**config.mk**
```make
export PLATFORM = sky130hd
export DESIGN_NAME = dma_bus_arbiter
export DESIGN_NICKNAME = d
export VERILOG_FILES = /design/src/rtl/dma_bus_arbiter.sv
export SDC_FILE = /design/constraint.sdc
export NUM_CORES = 1
export LEC_CHECK = 0
export CAP_MARGIN = 40
export CORE_AREA = 2 2 139 141
export DETAILED_ROUTE_END_ITERATION = 10
export DIE_AREA = 0 0 141 143
export PLACE_DENSITY = 0.71
export SYNTH_ARGS = -nofsm -noshare
export SYNTH_HDL_FRONTEND = slang
export SYNTH_SLANG_ARGS = --single-unit
```
**constraint.sdc**
```tcl
create_clock -name i_clock -period 8.8 [get_ports i_clock]
set_clock_uncertainty 0.2 [all_clocks]
set_input_delay 0.88 -clock i_clock [delete_from_list [all_inputs] [get_ports i_clock]]
set_output_delay 0.88 -clock i_clock [all_outputs]
set_load 0.02 [all_outputs]
```
**src/rtl/dma_bus_arbiter.sv**
```systemverilog
// dma_bus_arbiter: round-robin arbiter sharing one 32-bit bus master port among NUM_PORTS DMA channels.
// Define DMA_ARB_TIMEOUT_EN to add a bus-ready watchdog that aborts after TIMEOUT_CYCLES.
module dma_bus_arbiter #(
  parameter int NUM_PORTS      = 3,
  parameter int TIMEOUT_CYCLES = 1024
) (
  input  logic                      i_clock,
  input  logic                      i_reset,
  input  logic [NUM_PORTS-1:0]      i_rq_request,
  input  logic [NUM_PORTS-1:0]      i_rq_rw,
  input  logic [NUM_PORTS*32-1:0]   i_rq_address,
  input  logic [NUM_PORTS*32-1:0]   i_rq_wdata,
  input  logic [NUM_PORTS*4-1:0]    i_rq_wmask,
  output logic [NUM_PORTS-1:0]      o_rq_ready,
  output logic [31:0]               o_rq_rdata,
  output logic [NUM_PORTS-1:0]      o_grant,
  output logic                      o_timeout,
  output logic                      o_bus_rw,
  output logic                      o_bus_request,
  output logic [31:0]               o_bus_address,
  output logic [31:0]               o_bus_wdata,
  output logic [3:0]                o_bus_wmask,
  input  logic                      i_bus_ready,
  input  logic [31:0]               i_bus_rdata
);
  localparam int IW = (NUM_PORTS > 1) ? $clog2(NUM_PORTS) : 1;
  typedef enum logic [1:0] {IDLE, BUS, DONE} state_t;
  state_t state_q, state_d;
  logic [IW-1:0] last_q, last_d, pick, idx;
  logic found, expire;
  logic [NUM_PORTS-1:0] grant_q, grant_d, ready_q, ready_d;
  logic [31:0] rdata_q, rdata_d, addr_q, addr_d, wdata_q, wdata_d;
  logic [3:0] wmask_q, wmask_d;
  logic rw_q, rw_d, req_q, req_d, to_q, to_d;
`ifdef DMA_ARB_TIMEOUT_EN
  logic [15:0] cnt_q, cnt_d;
  assign expire = (cnt_q == 16'(TIMEOUT_CYCLES - 1));
  assign cnt_d  = (state_q == BUS) ? cnt_q + 16'd1 : 16'd0;
  always_ff @(posedge i_clock or posedge i_reset)
    if (i_reset) cnt_q <= '0;
    else cnt_q <= cnt_d;
`else
  assign expire = 1'b0;
`endif
  // Scan starts just after the last winner, so the previous owner ranks lowest
  always_comb begin
    pick  = '0;
    idx   = '0;
    found = 1'b0;
    for (int k = 1; k <= NUM_PORTS; k++) begin
      idx = IW'((int'(last_q) + k) % NUM_PORTS);
      if (!found && i_rq_request[idx]) begin
        found = 1'b1;
        pick  = idx;
      end
    end
  end
  always_comb begin
    state_d = state_q;
    last_d  = last_q;
    grant_d = grant_q;
    ready_d = ready_q;
    rdata_d = rdata_q;
    addr_d  = addr_q;
    wdata_d = wdata_q;
    wmask_d = wmask_q;
    rw_d    = rw_q;
    req_d   = req_q;
    to_d    = to_q;
    case (state_q)
      IDLE: if (found) begin
        state_d = BUS;
        last_d  = pick;
        grant_d = {{(NUM_PORTS-1){1'b0}}, 1'b1} << pick;
        rw_d    = i_rq_rw[pick];
        addr_d  = i_rq_address[int'(pick)*32 +: 32];
        wdata_d = i_rq_wdata[int'(pick)*32 +: 32];
        wmask_d = i_rq_wmask[int'(pick)*4 +: 4];
        req_d   = 1'b1;
      end
      BUS: if (i_bus_ready || expire) begin
        state_d = DONE;
        req_d   = 1'b0;
        ready_d = grant_q;
        to_d    = !i_bus_ready;
        rdata_d = i_bus_ready ? (rw_q ? 32'd0 : i_bus_rdata) : 32'hFFFF_FFFF;
      end
      DONE: begin
        state_d = IDLE;
        ready_d = '0;
        grant_d = '0;
        rdata_d = '0;
        to_d    = 1'b0;
      end
      default: state_d = IDLE;
    endcase
  end
  always_ff @(posedge i_clock or posedge i_reset)
    if (i_reset) begin
      state_q <= IDLE;
      last_q  <= IW'(NUM_PORTS - 1);
      grant_q <= '0;
      ready_q <= '0;
      rdata_q <= '0;
      addr_q  <= '0;
      wdata_q <= '0;
      wmask_q <= '0;
      rw_q    <= 1'b0;
      req_q   <= 1'b0;
      to_q    <= 1'b0;
    end else begin
      state_q <= state_d;
      last_q  <= last_d;
      grant_q <= grant_d;
      ready_q <= ready_d;
      rdata_q <= rdata_d;
      addr_q  <= addr_d;
      wdata_q <= wdata_d;
      wmask_q <= wmask_d;
      rw_q    <= rw_d;
      req_q   <= req_d;
      to_q    <= to_d;
    end
  assign o_rq_ready    = ready_q;
  assign o_rq_rdata    = rdata_q;
  assign o_grant       = grant_q;
  assign o_timeout     = to_q;
  assign o_bus_rw      = rw_q;
  assign o_bus_request = req_q;
  assign o_bus_address = addr_q;
  assign o_bus_wdata   = wdata_q;
  assign o_bus_wmask   = wmask_q;
endmodule

```
; ---- Word level (Yosys, flattened, before mapping)
; Cells that the tools add are included.
[classes]
n_div = 3
eq_ne = 4
mux = 29
shift = 4
add_sub_neg = 3
n_reduce_logical = 14
n_lt_le_gt_ge = 4
[ops]
columns = op, n
row1 = 96-bit by 8-bit variable part select with 32-bit output, 2
row2 = 32-bit by 3-bit remainder unit with 32-bit output (second input constant), 3
row3 = 32-bit two-way mux, 2
row4 = 32-bit one-hot mux with 2 select lines, 1
row5 = 2-bit by 3-bit < comparator with 1-bit output (second input constant), 4
row6 = 3-bit one-hot mux with 2 select lines, 2
row7 = 12-bit by 5-bit variable part select with 4-bit output, 1
row8 = 1-bit two-way mux, 10
row9 = 2-bit two-way mux, 5
row10 = 1-bit binary-select mux with 2-bit select, 4
row11 = 2-bit AND reduction, 4
row12 = 2-bit by 2-bit adder with 3-bit output (second input constant), 2
row13 = 3-bit two-way mux, 2
row14 = 2-bit nonzero test, 3
row15 = 2-bit inequality test (second input constant), 2
row16 = 1-bit one-hot mux with 2 select lines, 2
row17 = 2-bit one-hot mux with 2 select lines, 1
row18 = 2-bit by 1-bit adder with 3-bit output (second input constant), 1
row19 = 1-bit zero test, 3
row20 = 3-bit AND reduction, 1
row21 = 1-bit by 2-bit << shifter with 3-bit output (first input constant), 1
row22 = 2-bit by 1-bit equality test with 1-bit output (second input constant), 1
row23 = 2-bit equality test (second input constant), 1
row24 = 1-bit logical AND, 2
row25 = 2-bit zero test, 1
[totals]
elab_cells = 72
input_bits = 245
output_inout_bits = 109
ff_bits = 113

; ---- Longest topological paths before layout
; Gate-level depths: netlist of the first run.
[logic_depth]
ltp_word = 14
mapped_depth = 11
mapped_depth_nobuf = 7

; ---- Least setup slack after synthesis of the first run
; Ideal clock, no wire load.
[synth_path]
kind = in2reg
startpoint = input port i_rq_request[0]
endpoint = register addr_q[0], in the netlist o_bus_address[0]
required_ns = 8.473
t_arrival_ns = 2.147
setup_time_ns = 0.127
path_slack_ns = 6.326
path_buffers = 3
stages = 8
path_cell_list = or3b_1 > a21oi_1 > o221a_2 > buf_6 > nand2b_4 > buf_12 > buf_12 > o211ai_2
[synth_via]
elab_chain_len = 10
word_cells_on_any_way = 18
cone_classes = 1 x shift / 12 x mux / 5 x reduce/logical
[synth_rtl]
columns = element, line
row1 = start: declaration, 9  ; input logic [NUM_PORTS-1:0] i_rq_request,
row2 = 1-bit binary-select mux with 2-bit select, 52  ; if (!found && i_rq_request[idx]) begin
row3 = 1-bit two-way mux (implied by the code), 52
row4 = 1-bit two-way mux, 52
row5 = 1-bit zero test, 52
row6 = 1-bit logical AND, 52
row7 = 1-bit two-way mux, 52
row8 = 1-bit zero test, 52
row9 = 1-bit logical AND, 52
row10 = 2-bit two-way mux or 1-bit two-way mux (tied branches), 52
row11 = 96-bit by 8-bit variable part select with 32-bit output or 2-bit AND reduction (tied branches), n/a
row12 = end signal: assignment, 117  ; addr_q <= addr_d;
row13 = end: declaration, 32  ; logic [31:0] rdata_q, rdata_d, addr_q, addr_d, wdata_q, wdata_d;
; Several ways; a longest one is shown, not always the timed one. The select of a mux whose other input is x is not followed.
; A chain may end at the register's enable or synchronous reset.

; ---- Final worst setup path of the first run
[layout_path]
startpoint = input port i_rq_request[0]
endpoint = register wmask_q[3], in the netlist o_bus_wmask[3]
[layout_via]
elab_chain_len = 10
word_cells_on_any_way = 18
cone_classes = 1 x shift / 12 x mux / 5 x reduce/logical
[layout_rtl]
columns = element, line
row1 = 1-bit binary-select mux with 2-bit select, 52
row2 = 1-bit two-way mux (implied by the code), 52
row3 = 1-bit two-way mux, 52
row4 = 1-bit zero test, 52
row5 = 1-bit logical AND, 52
row6 = 1-bit two-way mux, 52
row7 = 1-bit zero test, 52
row8 = 1-bit logical AND, 52
row9 = 2-bit two-way mux or 1-bit two-way mux (tied branches), 52
row10 = 12-bit by 5-bit variable part select with 4-bit output or 2-bit AND reduction (tied branches), n/a
row11 = end signal: assignment, 119  ; wmask_q <= wmask_d;
row12 = end: declaration, 33  ; logic [3:0] wmask_q, wmask_d;
; Several ways; a longest one is shown, not always the timed one. The select of a mux whose other input is x is not followed.

==> out/results.ini, run 1 <==
[setup_path]
cp.arrival_ns=4.21
worstPathMaxFanout=71
cp-start-kind=primary input
criticalPathCategory=in2reg
cp-end-kind=flip-flop
critical_path_required_ns=8.86

[run]
drv_cap=0

[sta]
slew-limit-headroom_pct=43.3
worst_pin_slew_ns=0.850
hold_violations=0
worst_slack_ns=4.65
whs_ns=0.284
tns_ns=0
setup_violations=0
period_share_pct=47.1
final_max_slew_viol_count=0
fmax_ghz=0.241
rsz0062_at_grt=no
min_period_ns=4.15

[power_and_ir_drop]
ir_drop_v=0.000316
power.density_mw_per_mm2=400
leakage_nw=4.46
p_total_mw=4.09

[yosys]
synth_compound_area_share_pct=21.5
yosys_warnings=0
synthMuxAreaShare_pct=12.1
ys_ff_latch=113
synthSimpleGateAreaFrac_pct=12.5
syn_nets=783
syn_area_sq_mm=0.00613
synth_fa_ha_area_share_pct=0.817
synthCells=534
synth_top_family_by_area=compound AO/OA/AOI/OAI gates
synth_seq_area_share_pct=46.2
synthDistinctLibCells=40
syn_avg_cell_area_sq_um=11.5
synth_xor_area_share_pct=0

[die]
start_util_pct=33.0
die_x_microns=141
ios=354
core_area_sq_mm=0.0186
die_y_microns=143
rows=50
die_area_sq_mm=0.0202

[place]
dpl.hpwl_microns=15600
place_inst=1083
place_area_sq_mm=0.00965
gp_congestion=0.803
post-place-ws_ns=4.15
numPortBuffers=353

[clock_tree]
cts_resized=0
post_cts_buffers=0
clk_latency_ns=0.41
htreeDepth=4
cts.clk_slew.worst_paths_ns=0.05
cts_root_buf=clkbuf_16
hold_buffers=0
cts_buffer_depth=2
clock_sinks=113
cts_tree=done
cts_buffers=17

[final_layout]
drive_above_1_share_pct=13.5
fin_cells=1115
final_util_pct=55.1
mostFrequentLayoutCells=clkdlybuf4s50_1, dfrtp_1, nand2_1, mux2i_1, nand3_1
n_fill_cell=1634
fin_area_sq_mm=0.0102
fin_nets=1117
syn_to_final_growth_pct=67.0
final_common_cell=clkdlybuf4s50_1
antenna_cells=0

[global_route]
grtUsageTotal_pct=20.9
grt_pass1_vias=5672
grt_overflow=0
grt_pass1_wl_microns=32100
antenna_found_initial=0
grt_max_degree=74

[routing]
vias=5573
routed_wl_microns=21400
drt_iter0_markers=162
final_antenna_net_count=0
avgRoutedWirePerCell_microns=19.2
drc=0
dr.pass1.iters=4
avgViaCountPerCell=5.00

[min_path]
hp-class=reg2reg

[run_status]
status=complete, no violations

[critical path, cell delays in order]
cell             delay (ns)
clkdlybuf4s50_1        0.47
or3b_1                 0.40
a21oi_1                0.18
o221a_2                0.21
buf_4                  0.60
nand2b_4               0.57
buf_4                  0.71
o211ai_2               0.16
[logic make-up after synthesis]
kind of cell / count (synthesis)
flops: 113
mux: 74
fa+ha+maj: 4
buf+inv: 54
compound gates: 123
simple gates: 166
[power breakdown]
part / internal [mW] / switching [mW] / total (mW)
Combinational: 1.09 / 1.36 / 2.46
Clock: 0.426 / 0.262 / 0.688
Sequential: 0.785 / 0.159 / 0.944
Total: 2.30 / 1.79 / 4.09
[registers in the layout, indices dropped and copies added (netlist names)]
name and cells:
state_q 2, o_bus_address 32, o_rq_rdata 32, o_bus_wmask 4
o_bus_request 1, last_q 2, o_timeout 1, o_rq_ready 3
o_bus_wdata 32, o_grant 3, o_bus_rw 1
[cell type report]
cell class | count | area, sq um | share of cell area (%)
Inverter | 6 | 25.0 | 0.245
Timing Repair Buffer | 363 | 3610 | 35.3
Multi-Input combinational cell | 367 | 2900 | 28.3
Clock buffer | 20 | 447 | 4.37
Sequential cell | 113 | 2830 | 27.7
Clock inverter | 12 | 134 | 1.31
Tap cell | 234 | 293 | 2.86
[cells in the mapped netlist, drive strengths merged]
library cell | count | area share (%)
mux2 | 1 | 0.18
nor2 | 4 | 0.25
o22ai | 2 | 0.41
and3b | 1 | 0.14
o21ai | 7 | 0.57
a21boi | 1 | 0.12
o41ai | 1 | 0.14
nor3b | 1 | 0.12
nand2 | 77 | 4.7
or3b | 1 | 0.14
nor3 | 2 | 0.16
nand2b | 2 | 0.33
dfstp | 1 | 0.43
o31ai | 2 | 0.47
and2 | 1 | 0.10
a22o | 35 | 5.0
nand4b | 1 | 0.14
inv | 6 | 0.37
nand3b | 3 | 0.37
clkbuf | 14 | 0.92
a21oi | 3 | 0.25
nor4bb | 1 | 0.16
ha | 4 | 0.82
dfrtp | 112 | 46
nand3 | 71 | 5.8
buf | 34 | 5.6
o31a | 1 | 0.14
nor2b | 1 | 0.10
o211ai | 69 | 14
mux2i | 73 | 12
o221a | 1 | 0.18
a211oi | 1 | 0.12
[routing by layer]
layer / global-route usage, % / vias up / part of all wire, %
met2: 35.0 / 251 / 50
met3: 8.35 / 18 / 9.5
met5: 0 / - / 0
met1: 24.8 / 2668 / 39
met4: 6.42 / 0 / 1.4
li1: - / 2636 / -
[final timing paths]
check | start | to | slack (ns) | cells past startpoint
max reg2reg | last_q[1]$_DFFE_PP1P_ | o_bus_wmask[3]$_DFFE_PP0P_ | 4.75 | 8
max in group asynchronous | i_reset | o_bus_wdata[15]$_DFFE_PP0P_ | 6.37 | 3
max | i_rq_request[0] | o_bus_wmask[3]$_DFFE_PP0P_ | 4.65 | 8
min reg2reg | o_bus_wdata[30]$_DFFE_PP0P_ | o_bus_wdata[30]$_DFFE_PP0P_ | 0.28 | 2
min in group asynchronous | i_reset | o_bus_address[0]$_DFFE_PP0P_ | 0.73 | 2
min | o_bus_wdata[30]$_DFFE_PP0P_ | o_bus_wdata[30]$_DFFE_PP0P_ | 0.28 | 2
(Power assumes the default switching activity.)
==> inputs of run 2 (changes only) <==
Settings changed: CORE_AREA 2 2 139 141 to 2 2 136 138, DIE_AREA 0 0 141 143 to 0 0 138 140, PLACE_DENSITY 0.71 to 0.74.
Clock period 8.8 ns to 3.85 ns, I/O delays scaled along.
==> run 2 against run 1 <==
  * Critical path depth fell by 1
  * Power is 140% higher
  * Wire length increased by 4.4%
  * Clock-buffer cell count down 3
  * Non-clock buffer count rose by 6
  * Sequential power increased by 130%
  * Sequential share of layout area decreased by 0.35 points
  * Critical path type is now reg2reg
  * Highest routed layer unchanged
==> out/results.ini, run 2 (synthesized netlist as in run 1, its figures left out) <==
[setup_path]
criticalPathCategory=reg2reg
rrSetupSlack_ns=0.77  ; -3.98 ns
crit_buf_inv=1  ; -2
cp-end-kind=flip-flop
r2r_end=o_bus_address[31]$_DFFE_PP0P_
crit_top_cell=mux2i_1
r2r_cells=7  ; -1
cp-start-kind=flip-flop
worstPathMaxFanout=12  ; -83%
cp.arrival_ns=3.16  ; -1.05 ns
r2r-start=last_q[1]$_DFFE_PP1P_
worst_path_largest_cell_delay_ns=0.64  ; -0.07 ns
critical_path_required_ns=3.93  ; -4.93 ns
path_cells=ha_1 -> mux2i_1 -> o22ai_2 -> o22ai_4 -> buf_4 -> mux2i_1 -> o211ai_2
crit_family=compound AO/OA/AOI/OAI gates
slowest_stage=o22ai_4

[sta]
tns_ns=0  ; unchanged
final_max_slew_viol_count=0  ; unchanged
hold_violations=0  ; unchanged
fmax_ghz=0.325
whs_ns=0.258  ; -0.0263 ns
rsz0062_at_grt=no
min_period_ns=3.08
period_share_pct=80.0
setup_violations=0  ; unchanged
worst_pin_slew_ns=0.823  ; -0.0273 ns
slew-limit-headroom_pct=45.1  ; +1.8 points

[power_and_ir_drop]
ir_drop_v=0.000551  ; +74%
p_total_mw=9.67  ; +140%
leakage_nw=4.53  ; +1.6%
power.density_mw_per_mm2=934  ; +130%

[routing]
vias=5676  ; +1.8%
avgRoutedWirePerCell_microns=20.1  ; +4.3%
avgViaCountPerCell=5.09  ; +1.8%
routed_wl_microns=22400  ; +4.4%
final_antenna_net_count=0  ; unchanged
drc=0  ; unchanged
drt_iter0_markers=234  ; +44%
dr.pass1.iters=4  ; unchanged

[place]
place_area_sq_mm=0.00976  ; +1.2%
gp_congestion=0.859  ; +7.1%
numPortBuffers=353  ; unchanged
dpl.hpwl_microns=16100  ; +3.5%

[final_layout]
syn_to_final_growth_pct=69.2
mostFrequentLayoutCells=clkdlybuf4s50_1, dfrtp_1, nand2_1, mux2i_1, nand3_1
fin_nets=1123  ; +0.54%
fin_area_sq_mm=0.0104  ; +1.3%
final_common_cell=clkdlybuf4s50_1
drive_above_1_share_pct=14.3  ; +0.81 points
antenna_cells=0  ; unchanged
final_util_pct=58.3  ; +3.2 points

[clock_tree]
htreeDepth=4  ; unchanged
cts_buffer_depth=2  ; unchanged
cts.clk_slew.worst_paths_ns=0.06  ; about the same
cts_resized=0  ; unchanged
clock_sinks=113  ; unchanged
cts_buffers=17  ; unchanged
cts_root_buf=clkbuf_16
clk_latency_ns=0.41  ; about the same
hold_buffers=0  ; unchanged
cts_tree=done
post_cts_buffers=0  ; unchanged

[die]
ios=354  ; unchanged
start_util_pct=34.5  ; +1.5 points
rows=49  ; -2.0%
die_y_microns=140  ; -2.1%
die_x_microns=138  ; -2.1%
core_area_sq_mm=0.0178  ; -4.3%
die_area_sq_mm=0.0193  ; -4.2%

[global_route]
grt_pass1_vias=5820  ; +2.6%
grt_overflow=0  ; unchanged
grt_max_degree=74  ; unchanged
antenna_found_initial=0  ; unchanged
grt_pass1_wl_microns=34300  ; +6.8%
grtUsageTotal_pct=22.7  ; +1.8 points

[run_status]
status=complete, no violations

[run]
drv_cap=0  ; unchanged

[min_path]
hp-class=in2async

## run 2: cell types whose count changed in the layout (fill, tap and decap cells not counted)
cell	change
buf_12	+6
inv_6	+4
clkbuf_1	-2
clkinv_2	-2
clkinv_4	+2
clkinvlp_4	-2
clkbuf_8	-1
inv_8	+1
## run 2: layout make-up
cell class | count | area (sq um)
flip-flops and latches | 113 | 2830
clock buffers | 17 | 425
clock inverters | 15 | 173
fillers | 1532 | 7420
repair buffers | 369 | 3730
inverters | 6 | 25.0
multi-input cells | 367 | 2900
well taps | 229 | 287
## run 2: how the worst max path moves through the flow
| stage | startpoint | end | slack (ns) | depth (start not counted) |
|---|---|---|---|---|
| after CTS | last_q[1]$_DFFE_PP1P_ | o_bus_address[31]$_DFFE_PP0P_ | 0.78 | 7 |
| after global routing | last_q[1]$_DFFE_PP1P_ | o_bus_address[31]$_DFFE_PP0P_ | 0.66 | 7 |
| after floorplan | i_reset | last_q[0]$_DFFE_PP0P_ | 0.28 | 1 |
| after detailed placement | last_q[1]$_DFFE_PP1P_ | o_bus_address[31]$_DFFE_PP0P_ | 0.82 | 7 |
| final | last_q[1]$_DFFE_PP1P_ | o_bus_address[31]$_DFFE_PP0P_ | 0.77 | 7 |
| after global placement | last_q[1]$_DFFE_PP1P_ | o_bus_address[31]$_DFFE_PP0P_ | 0.88 | 7 |
## run 2: layer usage
metal | track usage [%] | share of wire (%) | routed length, microns | up-vias
li1 | - | - | - | 2653
met4 | 6.66 | 1.7 | 385 | 0
met1 | 27.9 | 39 | 8770 | 2721
met5 | 0 | 0 | 0 | -
met2 | 37.1 | 49 | 11000 | 281
met3 | 9.03 | 10 | 2250 | 21
## run 2: power breakdown
part / internal (mW) / switching [mW]
clock network: 0.973 / 0.630
logic: 2.69 / 3.22
registers: 1.79 / 0.366
## run 2: worst reg2reg max path: stages (launching register included)
cell and delay, ns:
dfstp_2 0.54, ha_1 0.35, mux2i_1 0.27, o22ai_2 0.20, o22ai_4 0.64, buf_4 0.31
mux2i_1 0.34, o211ai_2 0.11
## run 2: through the flow
stage               instances  setup WS (ns)
global route             1116          0.664
detailed placement       1084          0.823
finish                   1116          0.772
floorplan                 534          0.279
global placement         1084          0.884
CTS                      1116          0.776
==> inputs of run 3 (changes only) <==
Clock period 3.85 ns to 3.1 ns, I/O delays scaled along.
==> run 3 against run 2 <==
  * Sequential cell count stayed put
  * Hold slack lost 0.089 ns
  * Fmax increased by 12%
  * Final cell count about the same
  * Clock power grew 17%
  * Register-to-register slack got worse by 0.42 ns
  * Wire length decreased by 5.7%
  * Critical path type unchanged
  * Critical endpoint is now o_bus_address[4]$_DFFE_PP0P_
  * Largest cell class unchanged
  * Largest power group unchanged
==> out/results.ini, run 3 (synthesized netlist as in run 1, its figures left out) <==
[die]
start_util_pct=34.5  ; unchanged
core_area_sq_mm=0.0178  ; unchanged
ios=354  ; unchanged
die_x_microns=138  ; unchanged
die_area_sq_mm=0.0193  ; unchanged
die_y_microns=140  ; unchanged
rows=49  ; unchanged

[setup_path]
r2r_end=o_bus_address[4]$_DFFE_PP0P_
worstPathMaxFanout=39  ; +27
r2r-start=last_q[0]$_DFFE_PP0P_
cp-start-kind=flip-flop
cp-end-kind=flip-flop
crit_start=last_q[0]$_DFFE_PP0P_
rrSetupSlack_ns=0.35  ; -0.42 ns
r2r_cells=8  ; +1
critical_path_required_ns=3.17  ; -0.76 ns
criticalPathCategory=reg2reg
cp.arrival_ns=2.82  ; -0.34 ns

[power_and_ir_drop]
seqPwrFrac_pct=22.7  ; +0.4 points
ir_drop_v=0.000848  ; +54%
p_int_mw=6.63  ; +21%
p_sw_share_pct=43.6  ; about the same
p_clk_share_pct=15.9  ; -0.7 points
leakage_nw=4.48  ; -1.0%
switchingPower_mw=5.12  ; +21%
combPwrFrac_pct=61.4  ; +0.3 points
power.density_mw_per_mm2=1140  ; +22%

[final_layout]
final_common_cell=clkdlybuf4s50_1
fin_nets=1122  ; -0.089%
mostFrequentLayoutCells=clkdlybuf4s50_1, dfrtp_1, nand2_1, mux2i_1, nand3_1
antenna_cells=0  ; unchanged
syn_to_final_growth_pct=68.4
drive_above_1_share_pct=13.9  ; -0.44 points
fin_area_sq_mm=0.0103  ; -0.45%
n_fill_cell=1529  ; -0.20%
final_util_pct=58.0  ; -0.26 points

[routing]
dr.pass1.iters=4  ; unchanged
avgRoutedWirePerCell_microns=18.9  ; -5.6%
final_antenna_net_count=0  ; unchanged
drc=0  ; unchanged
routed_wl_microns=21100  ; -5.7%
vias=5632  ; -0.78%
drt_iter0_markers=132  ; -44%
avgViaCountPerCell=5.05  ; -0.69%

[clock_tree]
cts_root_buf=clkbuf_16
cts_buffer_depth=2  ; unchanged
clock_sinks=113  ; unchanged
clk_latency_ns=0.40  ; about the same
hold_buffers=0  ; unchanged
cts_tree=done
cts_buffers=17  ; unchanged
post_cts_buffers=0  ; unchanged
htreeDepth=4  ; unchanged
cts.clk_slew.worst_paths_ns=0.05  ; about the same
cts_resized=0  ; unchanged

[sta]
worst_pin_slew_ns=0.682  ; -0.141 ns
period_share_pct=88.7  ; +8.8 points
rsz0062_at_grt=no
min_period_ns=2.75  ; -0.327 ns
final_max_slew_viol_count=0  ; unchanged
tns_ns=0  ; unchanged
whs_ns=0.169  ; -0.0893 ns
slew-limit-headroom_pct=54.0  ; +8.8 points
setup_violations=0  ; unchanged
hold_violations=0  ; unchanged
worst_slack_ns=0.349  ; -0.423 ns
fmax_ghz=0.364  ; +12%

[global_route]
busiest_layer=met2
antenna_found_initial=0  ; unchanged
grt_max_degree=55  ; -26%
grt_use_met1_pct=27.1  ; -0.79 points
grt_overflow=0  ; unchanged
met2_usage_pct=36.2  ; -0.89 points
grtUsageTotal_pct=21.5  ; -1.3 points
grt_pass1_wl_microns=32900  ; -4.2%
grt_pass1_vias=5760  ; -1.0%
use_met3_pct=7.18  ; -1.8 points

[min_path]
hp-class=in2async

[place]
post-place-ws_ns=0.366  ; -0.457 ns
place_area_sq_mm=0.00976  ; about the same
dpl.hpwl_microns=15700  ; -2.3%
gp_congestion=0.813  ; -5.4%
numPortBuffers=353  ; unchanged

[run]
drv_cap=0  ; unchanged

[run_status]
status=complete, no violations

[run 3: cell types whose count changed in the layout (fill, tap and decap cells not counted)]
cell	delta
buf_4	-1
bufinv_16	-1
clkbuf_1	+3
clkbuf_8	+1
clkinv_4	-3
clkinvlp_4	+6
inv_4	-1
inv_6	-4
inv_8	-1
[run 3: per-stage QoR]
step                      std cells  total power [mW]
final                          1115              11.7
after global routing           1115              12.4
after CTS                      1115              11.9
after detailed placement       1083              9.99
after global placement         1083              9.91
after floorplan                 534              7.54
[run 3: routing by layer]
layer  wire length, microns  vias to the layer above
li1                       -                     2646
met1                   8790                     2728
met2                  10500                      249
met3                   1670                        9
met4                    125                        0
met5                      0                        -
[run 3: cell type report]
class	count	area [sq um]	share of cell area (%)
Clock inverter	11	108	1.04
Clock buffer	21	450	4.37
Inverter	6	26.3	0.255
Tap cell	229	287	2.78
Timing Repair Buffer	368	3720	36.1
Sequential cell	113	2830	27.4
Multi-Input combinational cell	367	2900	28.1
[run 3: worst max-delay path by stage]
stage | end | slack [ns] | cells after the start
2_1_floorplan | o_bus_wdata[0]$_DFFE_PP0P_ | 0.69 | 11
3_3_place_gp | o_bus_wdata[22]$_DFFE_PP0P_ | 0.43 | 7
3_5_place_dp | o_bus_address[16]$_DFFE_PP0P_ | 0.37 | 7
4_1_cts | o_bus_address[4]$_DFFE_PP0P_ | 0.35 | 8
5_1_grt | o_bus_address[2]$_DFFE_PP0P_ | 0.16 | 8
6_report | o_bus_address[4]$_DFFE_PP0P_ | 0.35 | 8
[run 3: power by group through the flow]
| stage | logic [mW] | clock network (mW) | registers, mW |
|---|---|---|---|
| floorplan | 4.10 | 0 | 3.44 |
| global placement | 7.23 | 0 | 2.68 |
| detailed placement | 7.34 | 0 | 2.65 |
| CTS | 7.35 | 1.90 | 2.67 |
| global route | 7.69 | 1.97 | 2.75 |
| finish | 7.21 | 1.87 | 2.67 |
[run 3: worst max-delay path, stage by stage, from the launching register on]
cell	delay, ns
dfrtp_1	0.39
inv_1	0.08
ha_1	0.47
nor4bb_1	0.35
a211oi_1	0.13
o22ai_4	0.22
buf_12	0.31
mux2i_1	0.34
o211ai_2	0.10
